[src/rtl/fpu_norm_pkg.sv]
// Shared types and defaults for the post-add normaliser and its leading-zero counter.
package fpu_norm_pkg;

  localparam int MANT_W_DEF = 23;
  localparam int EXP_W_DEF  = 8;
  localparam int EXP_MAX    = (1 << EXP_W_DEF) - 1;

  typedef struct packed {
    logic sticky;
    logic zero;
    logic ovf;
    logic unf;
  } norm_flags_t;

  // Per-beat control decoded in stage 1 so stage 2 only has to pick a path.
  typedef struct packed {
    logic enable;
    logic carry;
    logic zero;
  } s1_t;

  function automatic int expMaxOf(input int w);
    return (1 << w) - 1;
  endfunction

endpackage

[src/rtl/fpu_norm_pipe_if.sv]
// Stream interface between the mantissa ALU, the normaliser and the rounding stage.
interface fpu_norm_pipe_if #(
  parameter int MANT_W = 23,
  parameter int EXP_W  = 8
);
  logic              in_valid;
  logic              in_ready;
  logic              in_enable;
  logic [MANT_W+1:0] in_mant;
  logic [EXP_W-1:0]  in_exp;
  logic              out_valid;
  logic              out_ready;
  logic [MANT_W:0]   out_mant;
  logic [EXP_W-1:0]  out_exp;
  logic              out_sticky;
  logic              out_zero;
  logic              out_ovf;
  logic              out_unf;

  modport master (
    output in_valid, in_enable, in_mant, in_exp, out_ready,
    input  in_ready, out_valid, out_mant, out_exp, out_sticky, out_zero, out_ovf, out_unf
  );

  modport slave (
    input  in_valid, in_enable, in_mant, in_exp, out_ready,
    output in_ready, out_valid, out_mant, out_exp, out_sticky, out_zero, out_ovf, out_unf
  );
endinterface

[src/rtl/fpu_lzc.sv]
// Combinational leading-zero counter built as a binary tree; count is W when the input is all zero.
module fpu_lzc #(
  parameter int W  = 24,
  parameter int CW = $clog2(W + 1)
) (
  input  logic [W-1:0]  data_i,
  output logic [CW-1:0] count_o,
  output logic          all_zero_o
);

  localparam int L = (W > 1) ? $clog2(W) : 1;
  localparam int P = 1 << L;

  logic [P-1:0] padded;
  logic         vld [L+1][P];
  logic [L-1:0] cnt [L+1][P];

  // Each node keeps "has a one" plus the zero count within its span; the MSB child wins.
  always_comb begin
    padded = '0;
    padded[P-1 -: W] = data_i;
    for (int l = 0; l <= L; l++) begin
      for (int n = 0; n < P; n++) begin
        vld[l][n] = 1'b0;
        cnt[l][n] = '0;
      end
    end
    for (int n = 0; n < P; n++) begin
      vld[0][n] = padded[n];
    end
    for (int l = 0; l < L; l++) begin
      for (int n = 0; n < (P >> (l + 1)); n++) begin
        vld[l+1][n] = vld[l][2*n+1] | vld[l][2*n];
        cnt[l+1][n] = vld[l][2*n+1] ? cnt[l][2*n+1] : (cnt[l][2*n] | (L'(1) << l));
      end
    end
  end

  assign all_zero_o = ~|data_i;
  assign count_o    = all_zero_o ? CW'(W) : CW'(cnt[L][0]);

endmodule

[src/rtl/fpu_norm_pipe.sv]
// Two-stage post-add normaliser: stage 1 captures operands and leading-zero count,
// stage 2 shifts, adjusts the exponent and raises zero/overflow/underflow flags.
module fpu_norm_pipe
  import fpu_norm_pkg::*;
#(
  parameter int MANT_W = MANT_W_DEF,
  parameter int EXP_W  = EXP_W_DEF
) (
  input logic           clk,
  input logic           rst,
  fpu_norm_pipe_if.slave bus
);

  localparam int LZW = MANT_W + 1;
  localparam int CW  = $clog2(LZW + 1);
  localparam logic [EXP_W:0] EXP_LIMIT = (EXP_W + 1)'(expMaxOf(EXP_W));
  localparam logic [EXP_W:0] EXP_ONE   = (EXP_W + 1)'(1);

  logic [CW-1:0] lz_count;
  logic          lz_all_zero;

  logic              s1_valid_q;
  s1_t               s1_ctrl_q;
  logic [MANT_W+1:0] s1_mant_q;
  logic [EXP_W-1:0]  s1_exp_q;
  logic [CW-1:0]     s1_lz_q;

  logic              s2_valid_q;
  logic [MANT_W:0]   mant_q, mant_d;
  logic [EXP_W-1:0]  exp_q, exp_d;
  norm_flags_t       flags_q, flags_d;

  logic             s1_adv, s2_adv;
  logic [EXP_W:0]   e_ext, e1, lz_ext, shift_amt;

  fpu_lzc #(.W(LZW), .CW(CW)) u_lzc (
    .data_i     (bus.in_mant[MANT_W:0]),
    .count_o    (lz_count),
    .all_zero_o (lz_all_zero)
  );

  assign s2_adv       = !s2_valid_q || bus.out_ready;
  assign s1_adv       = !s1_valid_q || s2_adv;
  assign bus.in_ready = s1_adv;

  always_ff @(posedge clk) begin
    if (rst) begin
      s1_valid_q <= 1'b0;
      s1_ctrl_q  <= '0;
      s1_mant_q  <= '0;
      s1_exp_q   <= '0;
      s1_lz_q    <= '0;
    end else if (s1_adv) begin
      s1_valid_q <= bus.in_valid;
      if (bus.in_valid) begin
        s1_ctrl_q.enable <= bus.in_enable;
        s1_ctrl_q.carry  <= bus.in_mant[MANT_W+1];
        s1_ctrl_q.zero   <= lz_all_zero && !bus.in_mant[MANT_W+1];
        s1_mant_q        <= bus.in_mant;
        s1_exp_q         <= bus.in_exp;
        s1_lz_q          <= lz_count;
      end
    end
  end

  // Exponent maths is one bit wider than the field so carry-increment and compare never wrap.
  always_comb begin
    e_ext     = {1'b0, s1_exp_q};
    e1        = e_ext + EXP_ONE;
    lz_ext    = (EXP_W + 1)'(s1_lz_q);
    shift_amt = '0;
    mant_d    = s1_mant_q[MANT_W:0];
    exp_d     = s1_exp_q;
    flags_d   = '0;
    if (!s1_ctrl_q.enable) begin
      mant_d = s1_mant_q[MANT_W:0];
    end else if (s1_ctrl_q.zero) begin
      mant_d       = '0;
      exp_d        = '0;
      flags_d.zero = 1'b1;
    end else if (s1_ctrl_q.carry) begin
      flags_d.sticky = s1_mant_q[0];
      if (e1 >= EXP_LIMIT) begin
        flags_d.ovf = 1'b1;
        exp_d       = '1;
        mant_d      = '0;
      end else begin
        mant_d = s1_mant_q[MANT_W+1:1];
        exp_d  = e1[EXP_W-1:0];
      end
    end else if (lz_ext != '0) begin
      if (e_ext > lz_ext) begin
        shift_amt = lz_ext;
        exp_d     = EXP_W'(e_ext - lz_ext);
      end else begin
        shift_amt   = (e_ext == '0) ? '0 : e_ext - EXP_ONE;
        exp_d       = '0;
        flags_d.unf = 1'b1;
      end
      mant_d = s1_mant_q[MANT_W:0] << shift_amt;
    end
  end

  always_ff @(posedge clk) begin
    if (rst) begin
      s2_valid_q <= 1'b0;
      mant_q     <= '0;
      exp_q      <= '0;
      flags_q    <= '0;
    end else if (s2_adv) begin
      s2_valid_q <= s1_valid_q;
      if (s1_valid_q) begin
        mant_q  <= mant_d;
        exp_q   <= exp_d;
        flags_q <= flags_d;
      end
    end
  end

  assign bus.out_valid  = s2_valid_q;
  assign bus.out_mant   = mant_q;
  assign bus.out_exp    = exp_q;
  assign bus.out_sticky = flags_q.sticky;
  assign bus.out_zero   = flags_q.zero;
  assign bus.out_ovf    = flags_q.ovf;
  assign bus.out_unf    = flags_q.unf;

endmodule

[src/flat_wrapper.sv]
// flat-port wrapper written by rule: the top's interface ports become plain ports
module fpu_norm_pipe_flat import fpu_norm_pkg::*;
#(
  parameter int MANT_W = MANT_W_DEF,
  parameter int EXP_W  = EXP_W_DEF
)
  (clk, rst, bus_in_valid, bus_in_enable, bus_in_mant, bus_in_exp, bus_out_ready, bus_in_ready, bus_out_valid, bus_out_mant, bus_out_exp, bus_out_sticky, bus_out_zero, bus_out_ovf, bus_out_unf);
  fpu_norm_pipe_if #(.MANT_W(MANT_W), .EXP_W(EXP_W)) bus_i ();
  input logic clk;
  input logic rst;
  input wire logic [$bits(bus_i.in_valid)-1:0] bus_in_valid;
  input wire logic [$bits(bus_i.in_enable)-1:0] bus_in_enable;
  input wire logic [$bits(bus_i.in_mant)-1:0] bus_in_mant;
  input wire logic [$bits(bus_i.in_exp)-1:0] bus_in_exp;
  input wire logic [$bits(bus_i.out_ready)-1:0] bus_out_ready;
  output wire logic [$bits(bus_i.in_ready)-1:0] bus_in_ready;
  output wire logic [$bits(bus_i.out_valid)-1:0] bus_out_valid;
  output wire logic [$bits(bus_i.out_mant)-1:0] bus_out_mant;
  output wire logic [$bits(bus_i.out_exp)-1:0] bus_out_exp;
  output wire logic [$bits(bus_i.out_sticky)-1:0] bus_out_sticky;
  output wire logic [$bits(bus_i.out_zero)-1:0] bus_out_zero;
  output wire logic [$bits(bus_i.out_ovf)-1:0] bus_out_ovf;
  output wire logic [$bits(bus_i.out_unf)-1:0] bus_out_unf;
  assign bus_i.in_valid = bus_in_valid;
  assign bus_i.in_enable = bus_in_enable;
  assign bus_i.in_mant = bus_in_mant;
  assign bus_i.in_exp = bus_in_exp;
  assign bus_i.out_ready = bus_out_ready;
  assign bus_in_ready = bus_i.in_ready;
  assign bus_out_valid = bus_i.out_valid;
  assign bus_out_mant = bus_i.out_mant;
  assign bus_out_exp = bus_i.out_exp;
  assign bus_out_sticky = bus_i.out_sticky;
  assign bus_out_zero = bus_i.out_zero;
  assign bus_out_ovf = bus_i.out_ovf;
  assign bus_out_unf = bus_i.out_unf;
  fpu_norm_pipe #(.MANT_W(MANT_W), .EXP_W(EXP_W)) u_core (.clk(clk), .rst(rst), .bus(bus_i));
endmodule
[config.mk]
export PLATFORM = sky130hd
export DESIGN_NAME = fpu_norm_pipe_flat
export DESIGN_NICKNAME = d
export VERILOG_FILES = /design/src/rtl/fpu_norm_pkg.sv /design/src/rtl/fpu_norm_pipe_if.sv /design/src/rtl/fpu_lzc.sv /design/src/rtl/fpu_norm_pipe.sv /design/src/flat_wrapper.sv
export SDC_FILE = /design/constraint.sdc
export NUM_CORES = 1
export LEC_CHECK = 0
export CAP_MARGIN = 20
export CORE_ASPECT_RATIO = 0.5
export CORE_MARGIN = 3
export CORE_UTILIZATION = 50
export DETAILED_ROUTE_END_ITERATION = 7
export PLACE_DENSITY = 0.71
export REMOVE_ABC_BUFFERS = 1
export SETUP_SLACK_MARGIN = 0.1
export SYNTH_ARGS = -nofsm -noshare
export SYNTH_HDL_FRONTEND = slang
export SYNTH_HIERARCHICAL = 1
export SYNTH_SLANG_ARGS = --single-unit
[constraint.sdc]
create_clock -name clk -period 4.16 [get_ports clk]
set_input_delay 0.624 -clock clk [delete_from_list [all_inputs] [get_ports clk]]
set_output_delay 0.624 -clock clk [all_outputs]
set_load 0.05 [all_outputs]
==> results.toml <==
[outcome]
run_status = "finished clean"

[global_routing]
grt_most_used_layer = "met1"
grt_pass1_wl_um = 43700
grt_util_met3 = 0.114
maximum_number_of_pins_on_one_net_before_global_route_repair = 41
grt_pass1_vias = 7422
grt.met1_usage = 0.504
gr-total-overflow = 0
globalRouteMet2Util = 0.497
antenna_found_initial = 0
global_routing_usage_summed_across_all_routing_layers = 0.349

[floorplanning]
die-area_sq_um = 15700
start_util = 0.517
core_area_sq_um = 13700
row_count = 30
die_w_um = 174
ios = 76
die_height_um = 90.2

[power]
power_density_nw_per_um2 = 335
power_leakage_nw = 2.94
design_power_total_mw = 2.80
peakVddDrop_uv = 180

[clock_tree]
cts.reportedPaths.clkPinSlew_ps = 70
cts_hold_buf = 0
tritoncts = "done"
post_cts_resized = 0
clkLatencyLatePin_ps = 350
ctsLongestPathBuffers = 2
cts_buffers = 9
clock_tree_root_driver_cell = "sky130_fd_sc_hd__clkbuf_16"
post-cts-setup-buffers = 0
cts_sinks = 78
h-tree-depth = 3

[timing]
timing_hold_violations_final = 0
grt_setup_unrepaired = "false"
max_slew.worst_pin.slew_ps = 1080
slew_headroom = 0.273
timing.final.max_slew_violations = 0
crit_share_post_route = 0.914
period_minus_slack_ps = 3800
finClkSkew_ps = 9.91
timing.final.setup_violations = 0
maxClockFrequency_ghz = 0.263
postLayoutSetupSlackWorst_ps = 359

[setup_path]
worstPathRequired_ps = 4380
critical_path.cell_chain = "inv_1 > ha_1 > inv_1 > fa_1 > a21o_1 > a211oi_4 > buf_4 > o211ai_1 > and2_1 > buf_4 > nand2_1 > a2111oi_2 > a2111oi_1 > a211oi_2"
cp.arrival_ps = 4020
crit_path_max_incr_delay_ps = 460
worst_r2r_path_depth = 14
timing.setup.critical_path_class = "reg2reg"
critPathCaptureType = "flop"
cell_with_the_largest_stage_delay_on_the_worst_path = "sky130_fd_sc_hd__a2111oi_1"
timing.reg2reg.setup_slack_ps = 360
timing.rr.end = "u_core/bus.out_mant[23]"
worstReg2RegStart = "u_core/s1_exp_q[0]"
start_kind = "flop"
critical_path.max_fanout = 34

[routing]
drcViolationCount = 0
wl_per_cell_um = 23.3
drtAntennaViolNets = 0
detailedRoute.firstPassIterationCount = 5
viasPerCell = 6.83
wirelength_um = 28600
vias = 8379
detailedRoute.firstIterationViolations = 1094

[layout]
share_of_cells_above_drive_strength_1 = 0.100
layout_net_count = 1078
antenna-diode-count = 0
multi_input_area_sq_um = 5040
area_delta_synth_final_pct = 17.8
final_core_utilization = 0.609
filler_cell_count = 1282
register_area_sq_um = 1560
postLayoutCellArea_sq_um = 8340

[synthesis]
post_synth_main_area_contributors = "sky130_fd_sc_hd__dfxtp_1 (22%), sky130_fd_sc_hd__nand2_1 (7.4%), sky130_fd_sc_hd__a21oi_1 (6.5%), sky130_fd_sc_hd__o211ai_1 (4.9%), sky130_fd_sc_hd__nor2_1 (4.7%)"
synth_top_area_share = 0.220
synth-edff-count = 0
synth_cell_types = 84
syn-mean-instance-area_sq_um = 7.09
synth_top_flop_cell = "sky130_fd_sc_hd__dfxtp_1"
synth_async_sr_flop_share = 0
synth_area_sq_um = 7080
postSynthCellCount = 999
synth_area_leader_cell = "sky130_fd_sc_hd__dfxtp_1"
ys.warnings.count = 6
yosysSeqAreaShare = 0.220
ys_ff_latch = 78

[flow_run]
max_cap_viol_count = 0

[hold_path]
hold-path-endpoint = "u_core/bus.out_exp[2]"
worst_hold_startpoint = "u_core/bus.out_exp[2]"
hold_path_class = "reg2reg"
worst_hold_stages = 2

[placement]
placed_area_sq_um = 8040
finalWeightedCongestion = 1.05
placement.setup.worst_slack_ps = 253
buffer_ports.inserted = 75
dp_hpwl_um = 20900
cell families (layout without fill, tap and decap cells):
group	after synthesis	in the layout	share of synthesized area
flip-flops	78	78	0.220
buffers and inverters	126	162	0.0719
AO/OA/AOI/OAI	343	343	0.348
adder cells (fa/ha/maj)	10	10	0.0187
XOR/XNOR	3	3	0.00371
AND/OR/NAND/NOR	403	403	0.284
multiplexers	36	36	0.0537
worst max path at each step:
| stage | slack [ps] | startpoint | cells after the start | to |
|---|---|---|---|---|
| global route | 200 | u_core/s1_exp_q[0] | 13 | u_core/bus.out_mant[11] |
| global placement | 350 | u_core/s1_exp_q[0] | 12 | u_core/bus.out_mant[15] |
| CTS | 230 | u_core/s1_exp_q[0] | 12 | u_core/bus.out_mant[15] |
| detailed placement | 250 | u_core/s1_exp_q[0] | 12 | u_core/bus.out_mant[15] |
| finish | 360 | u_core/s1_exp_q[0] | 14 | u_core/bus.out_mant[23] |
| floorplan | -1230 | u_core/s1_lz_q[0] | 11 | u_core/bus.out_mant[15] |
cell type report:
class / count / area share
Clock buffer: 9 / 0.0270
Clock inverter: 7 / 0.00885
Inverter: 23 / 0.0103
Multi-Input combinational cell: 795 / 0.604
Sequential cell: 78 / 0.187
Tap cell: 192 / 0.0288
Timing Repair Buffer: 123 / 0.134
synthesized netlist by cell type (all sizes together), types with 6 or more instances:
| cell type | count |
|---|---|
| mux2 | 6 |
| a21oi | 92 |
| buf | 28 |
| mux2i | 29 |
| nand3 | 35 |
| o211ai | 46 |
| o2111ai | 35 |
| nor4b | 7 |
| a211o | 6 |
| a31oi | 7 |
| a21o | 6 |
| ha | 9 |
| nand2b | 14 |
| a211oi | 17 |
| nor2b | 27 |
| a221oi | 16 |
| dfxtp | 78 |
| a311oi | 11 |
| inv | 23 |
| o221ai | 7 |
| nand4 | 10 |
| clkbuf | 75 |
| nor4 | 9 |
| o31ai | 8 |
| and2 | 25 |
| nor3 | 20 |
| nand2 | 139 |
| o21ai | 37 |
| o21bai | 6 |
| o21a | 7 |
| nor2 | 89 |
registers in the layout, indices dropped and copies added, names as in the netlist:
| register | count |
|---|---|
| u_core/bus.out_sticky | 1 |
| u_core/s1_lz_q | 5 |
| u_core/bus.out_unf | 1 |
| u_core/s1_exp_q | 8 |
| u_core/s1_valid_q | 1 |
| u_core/s1_mant_q | 24 |
| u_core/bus.out_valid | 1 |
| u_core/s1_ctrl_q | 3 |
| u_core/bus.out_exp | 8 |
| u_core/bus.out_ovf | 1 |
| u_core/bus.out_mant | 24 |
| u_core/bus.out_zero | 1 |
where the power goes:
part / internal, mW / switching (mW) / leakage [nW]
combinational: 0.377 / 0.728 / 2.15
clock: 0.468 / 0.367 / 0.146
sequential: 0.787 / 0.0691 / 0.640
cells in the final DEF (no fill, tap or decap), types with 25 or more instances in the layout:
cell type | netlist | layout
sky130_fd_sc_hd__a21oi_1 | 92 | 92
sky130_fd_sc_hd__and2_1 | 25 | 25
sky130_fd_sc_hd__buf_4 | 2 | 47
sky130_fd_sc_hd__clkdlybuf4s50_1 | 0 | 74
sky130_fd_sc_hd__dfxtp_1 | 78 | 78
sky130_fd_sc_hd__mux2i_1 | 29 | 28
sky130_fd_sc_hd__nand2_1 | 139 | 139
sky130_fd_sc_hd__nand3_1 | 32 | 32
sky130_fd_sc_hd__nor2_1 | 89 | 89
sky130_fd_sc_hd__nor2b_1 | 27 | 26
sky130_fd_sc_hd__o2111ai_1 | 35 | 35
sky130_fd_sc_hd__o211ai_1 | 46 | 46
sky130_fd_sc_hd__o21ai_0 | 28 | 28
routing by layer:
| layer | wire [um] | up-vias |
|---|---|---|
| met5 | 0 | - |
| met4 | 653 | 0 |
| met3 | 3660 | 66 |
| met2 | 11400 | 539 |
| met1 | 12900 | 3988 |
| li1 | - | 3786 |
worst max-delay path, delay by kind of cell, from the launching register on:
kind | cells | cell delay (ps)
adder cells (fa/ha/maj) | 2 | 600
AND/OR/NAND/NOR | 2 | 550
buffers and inverters | 4 | 800
flip-flops | 1 | 320
AO/OA/AOI/OAI | 6 | 1390
per-stage QoR:
step / cells / setup TNS, ps / hold WS [ps]
after floorplan: 896 / -23640 / 438
after global placement: 1210 / 0 / 440
after detailed placement: 1210 / 0 / 447
after CTS: 1226 / 0 / 457
after global routing: 1227 / 0 / 478
final: 1227 / 0 / 454
No activity file was read; power rests on OpenSTA's default activity.
